[src/rtl/multicycle_sequencer.sv]
`default_nettype none
// ============================================================================
// Module      : multicycle_sequencer
// Description : Instruction sequencer for the multi-cycle datapath. Steps each
//               instruction through FETCH/DECODE/EXEC/MEM/WB along an
//               opcode-dependent path, gates the control unit's raw strobes
//               to the cycle in which they are allowed to act, issues IR/PC
//               load strobes, counts retired instructions and halts on an
//               illegal opcode.
// Ports       : clk, rst              clock, synchronous active-high reset
//               hold                  stall: freezes state, counter and flag
//               opcode[5:0]           IR[31:26], valid from DECODE onward
//               cu_reg_write1/2,
//               cu_read_mem/write_mem raw strobes from control_unit
//               state[2:0]            FETCH=0 DECODE=1 EXEC=2 MEM=3 WB=4 HALT=7
//               ir_write, pc_write    IR / PC load strobes
//               reg_write1/2          gated register-file write enables
//               read_mem, write_mem   gated data-memory strobes
//               instret[CNT_W-1:0]    retired-instruction count (wraps)
//               illegal               sticky illegal-opcode flag
// Revision    : 1.0  initial release
// ============================================================================
module multicycle_sequencer #(
    parameter int         CNT_W    = 32,
    parameter logic [5:0] OPC_LAST = 6'd16
) (
    input  logic             clk,
    input  logic             rst,
    input  logic             hold,
    input  logic [5:0]       opcode,
    input  logic             cu_reg_write1,
    input  logic             cu_reg_write2,
    input  logic             cu_read_mem,
    input  logic             cu_write_mem,
    output logic [2:0]       state,
    output logic             ir_write,
    output logic             pc_write,
    output logic             reg_write1,
    output logic             reg_write2,
    output logic             read_mem,
    output logic             write_mem,
    output logic [CNT_W-1:0] instret,
    output logic             illegal
);

    typedef enum logic [2:0] {
        S_FETCH  = 3'd0,
        S_DECODE = 3'd1,
        S_EXEC   = 3'd2,
        S_MEM    = 3'd3,
        S_WB     = 3'd4,
        S_HALT   = 3'd7
    } state_t;

    localparam logic [5:0] c_OP_ALU_LAST  = 6'd4;
    localparam logic [5:0] c_OP_SW        = 6'd7;
    localparam logic [5:0] c_OP_BR_FIRST  = 6'd8;
    localparam logic [5:0] c_OP_BR_LAST   = 6'd11;
    localparam logic [5:0] c_OP_JMP       = 6'd12;
    localparam logic [5:0] c_OP_CALL      = 6'd13;
    localparam logic [5:0] c_OP_PUSH      = 6'd15;

    state_t           r_state;
    state_t           w_next;
    logic             w_last;       // current state is the final one of the path
    logic             w_active;     // strobes may fire this cycle
    logic             w_op_alu;
    logic             w_op_branch;
    logic             w_op_store;
    logic             w_op_illegal;
    logic             w_pc_write;
    logic [CNT_W-1:0] r_instret;
    logic             r_illegal;

    // Opcode classes that decide where each path ends.
    assign w_op_alu     = (opcode <= c_OP_ALU_LAST);
    assign w_op_branch  = (opcode >= c_OP_BR_FIRST) && (opcode <= c_OP_BR_LAST);
    assign w_op_store   = (opcode == c_OP_SW) || (opcode == c_OP_CALL) ||
                          (opcode == c_OP_PUSH);
    assign w_op_illegal = (opcode > OPC_LAST);

    always_comb begin
        w_next = r_state;
        w_last = 1'b0;
        case (r_state)
            S_FETCH: begin
                w_next = S_DECODE;
            end
            S_DECODE: begin
                // Illegal opcodes never retire: no pc_write, straight to HALT.
                if (w_op_illegal) begin
                    w_next = S_HALT;
                end else if (opcode == c_OP_JMP) begin
                    w_next = S_FETCH;
                    w_last = 1'b1;
                end else begin
                    w_next = S_EXEC;
                end
            end
            S_EXEC: begin
                if (w_op_alu) begin
                    w_next = S_WB;
                end else if (w_op_branch) begin
                    w_next = S_FETCH;
                    w_last = 1'b1;
                end else begin
                    w_next = S_MEM;
                end
            end
            S_MEM: begin
                if (w_op_store) begin
                    w_next = S_FETCH;
                    w_last = 1'b1;
                end else begin
                    w_next = S_WB;
                end
            end
            S_WB: begin
                w_next = S_FETCH;
                w_last = 1'b1;
            end
            S_HALT: begin
                w_next = S_HALT;
            end
            default: begin
                w_next = S_FETCH;
            end
        endcase
    end

    // Reset and stall both suppress every strobe in the current cycle so a
    // partially executed instruction can never write anything.
    assign w_active   = ~rst & ~hold;
    assign w_pc_write = w_active & w_last;

    always_ff @(posedge clk) begin
        if (rst) begin
            r_state   <= S_FETCH;
            r_instret <= '0;
            r_illegal <= 1'b0;
        end else if (!hold) begin
            r_state <= w_next;
            if (w_pc_write) begin
                r_instret <= r_instret + CNT_W'(1);
            end
            if ((r_state == S_DECODE) && (w_next == S_HALT)) begin
                r_illegal <= 1'b1;
            end
        end
    end

    assign state      = r_state;
    assign ir_write   = w_active & (r_state == S_FETCH);
    assign pc_write   = w_pc_write;
    assign read_mem   = w_active & (r_state == S_MEM) & cu_read_mem;
    assign write_mem  = w_active & (r_state == S_MEM) & cu_write_mem;
    assign reg_write1 = w_active & (r_state == S_WB)  & cu_reg_write1;
    assign reg_write2 = w_active & (r_state == S_WB)  & cu_reg_write2;
    assign instret    = r_instret;
    assign illegal    = r_illegal;

endmodule
`default_nettype wire

[config.mk]
export PLATFORM = sky130hd
export DESIGN_NAME = multicycle_sequencer
export DESIGN_NICKNAME = d
export VERILOG_FILES = /design/src/rtl/multicycle_sequencer.sv
export SDC_FILE = /design/constraint.sdc
export NUM_CORES = 1
export LEC_CHECK = 0
export BUFFER_PORTS_ARGS = -buffer_cell sky130_fd_sc_hd__buf_4
export CELL_PAD_IN_SITES_DETAIL_PLACEMENT = 2
export CELL_PAD_IN_SITES_GLOBAL_PLACEMENT = 2
export CORE_UTILIZATION = 31
export DETAILED_ROUTE_END_ITERATION = 6
export PLACE_DENSITY_LB_ADDON = 0.05
export SLEW_MARGIN = 15
export SYNTH_ARGS = -nofsm -noshare
export SYNTH_HDL_FRONTEND = slang
export SYNTH_SLANG_ARGS = --single-unit
[constraint.sdc]
create_clock -name clk -period 5.1 [get_ports clk]
set_clock_uncertainty 0.1 [all_clocks]
set_input_delay 1.02 -clock clk [delete_from_list [all_inputs] [get_ports clk]]
set_output_delay 1.02 -clock clk [all_outputs]
set_load 0.02 [all_outputs]
==> flow_metrics.tcl <==
set metrics [dict create \
    peakVddDrop_mv 0.122 \
    synth_top_area_share_pct 36.8 \
    firstDrtPassIters 4 \
    drt_iter0_drc 34 \
    rows 28 \
    cp_data_required_time_ps 3980 \
    syn_inst 242 \
    synth_compound_area_share_pct 25.6 \
    syn_area_mm2 0.00196 \
    tns_ps 0 \
    max_freq_ghz 0.277 \
    comb_power_share_pct 8.1 \
    ys_seq_area_share_pct 36.8 \
    diodes 0 \
    fillers 675 \
    synthTopCellsByCount "36 x dfxtp_1, 31 x a21oi_1, 21 x o31ai_1, 21 x or4_1, 17 x clkbuf_1" \
    clkPwrFrac_pct 37.1 \
    top_layer_used "met4" \
    die_w_um 81.5 \
    synth_fa_ha_area_share_pct 0.639 \
    period_minus_slack_ps 3610 \
    post-cts-setup-buffers 0 \
    p_leak_nw 0.850 \
    setup_violations 0 \
    drive_gt1_share_pct 26.0 \
    critPathLaunchType "primary input" \
    htree_levels 2 \
    synthMuxAreaShare_pct 1.02 \
    cts_tree "done" \
    ys_warn_count 0 \
    worst_pin_slew_ps 673 \
    power_density_mw_per_mm2 213 \
    start_util_pct 32.7 \
    drt_wl_total_um 5930 \
    grt_pass1_wl_um 9760 \
    viasPerCell 5.72 \
    status "finished clean" \
    design.core.area_mm2 0.00599 \
    preCtsSetupSlack_ps 1520 \
    critical_path_peak_fanout 40 \
    dp_hpwl_um 4030 \
    netlist_top_cells_area "dfxtp_1 37%, o31ai_1 8.1%, or4_1 8.1%" \
    cts_resized 0 \
    first_global_vias 1955 \
    cts-root-buf "clkbuf_8" \
    clk_path_buf_depth 2 \
    power_switching_mw 0.133 \
    synth-simple-area-share_pct 28.3 \
    synth.most_common_cell "dfxtp_1" \
    min_period_over_period_pct 70.7 \
    switching_share_pct 25.2 \
    maxSlewViolCount 0 \
    ys.flop_type "dfxtp_1" \
    cp.arrival_ps 2490 \
    cts_buffers 5 \
    io_pins 55 \
    critical_path_class "in2out" \
    synth_cell_type_count 43 \
    grt.overflow.total 0 \
    syn-num-nets 256 \
    setup_ws_ps 1490 \
    cp_common_cell "buf_4" \
    cp_cell_sequence "buf_4 > or4b_1 > a211o_1 > a21bo_2 > buf_4" \
    stdcell_area_mm2 0.00248 \
    rsz0062_at_grt "no" \
    hold_class "reg2reg" \
    hold_viol 0 \
    power_mw 0.528 \
    yosys_register_bits 36 \
    drc_errors 0 \
    synth_enable_flop_cells 0 \
    cts.sinks 36 \
    slew_headroom_pct 55.0 \
    grt_start_max_net_pins 41 \
    routabilityCongestion 0.783 \
    hold_buffers 0 \
    nets 299 \
    async_flop_share_pct 0 \
    wl_met1_um 2940 \
    dieArea_mm2 0.00663 \
    ff2ff_setup_slack_ps 2380 \
    synth_xor_area_share_pct 0.895 \
    via_count 2060 \
    drtAntennaViolNets 0 \
    grtUsageTotal_pct 19.0 \
    avgSynthCellArea_um2 8.09 \
    finalHoldWorstSlack_ps 376 \
    cap_violations 0 \
    worstSkewPairLatency_ps 290 \
    crit_slowest_cell "or4b_1" \
    wl_met2_um 2750 \
    p_int_mw 0.395 \
    synth_top_area_cell "dfxtp_1" \
    wl_per_cell_um 16.5 \
    seqPwrFrac_pct 54.8 \
    max_stage_delay_ps 530 \
    path_clk_slew_ps 70 \
    area_growth_pct 26.7 \
    port_buffers 54 \
    placed_area_mm2 0.00239 \
    die-height_um 81.5 \
    synth_top_family_by_area "simple AND/OR/NAND/NOR gates" \
    worstSetupEndpointType "output pin" \
    antenna_found_initial 0 \
    route.met3.wl_um 189 \
]
## routing by layer
| layer | up-vias | GRT usage (%) |
|---|---|---|
| met5 | - | 0 |
| met4 | 0 | 5.36 |
| met3 | 4 | 3.78 |
| met2 | 36 | 31.5 |
| met1 | 1012 | 24.9 |
| li1 | 1008 | - |
## cell usage in the layout, fill, tap and decap left out, drive strengths merged, types with 3 or more instances in the layout
cell type  instances
nand4              6
or4               22
dfxtp             36
inv               12
buf               55
nor4               3
clkbuf             6
nand3              7
nand2              9
or3               12
nor2              15
o31ai             21
o21ai             14
and3               4
a21oi             31
## path summary, 6_finish.rpt
check | startpoint | endpoint | cells past startpoint
hold reg to reg | illegal | illegal | 2
setup reg to reg | state[1] | instret[26] | 6
hold / removal | illegal | illegal | 2
setup / recovery | rst | pc_write | 5
## final cells by class
| type | count | area (µm²) | area share, % |
|---|---|---|---|
| Clock buffer | 6 | 72.6 | 2.93 |
| Timing Repair Buffer | 55 | 413 | 16.7 |
| Inverter | 12 | 45.0 | 1.82 |
| Sequential cell | 36 | 721 | 29.1 |
| Clock inverter | 1 | 5.00 | 0.202 |
| Multi-Input combinational cell | 175 | 1130 | 45.5 |
| Tap cell | 75 | 93.8 | 3.79 |
## critical path: cells and delay by family
family	cells	cell delay [ps]
buffers and inverters	2	390
and+or+nand+nor	1	530
AOI/OAI and AO/OA	2	550
## power by group through the flow
stage	Sequential, mW	Clock [mW]	Combinational, mW
finish	0.289	0.196	0.0427
global route	0.290	0.215	0.0468
CTS	0.289	0.208	0.0432
detailed placement	0.296	0	0.0431
global placement	0.296	0	0.0424
floorplan	0.294	0	0.0240
## sequential cells by signal, summed over array words and instances (netlist names)
signal and cells:
illegal 1, state 3, instret 32
## per-stage QoR
stage               utilization, %  instances
floorplan                        -        242
CTS                           41.2        360
global route                  41.4        360
detailed placement            39.9        353
finish                        41.4        360
global placement              39.9        353
## logic make-up after synthesis
family                   Yosys count
AND/OR/NAND/NOR                   90
AO/OA/AOI/OAI                     80
flip-flops                        36
buffers and inverters             31
XOR/XNOR                           2
multiplexers                       2
adder cells (fa/ha/maj)            1
Power figures use the tool's default switching activity.
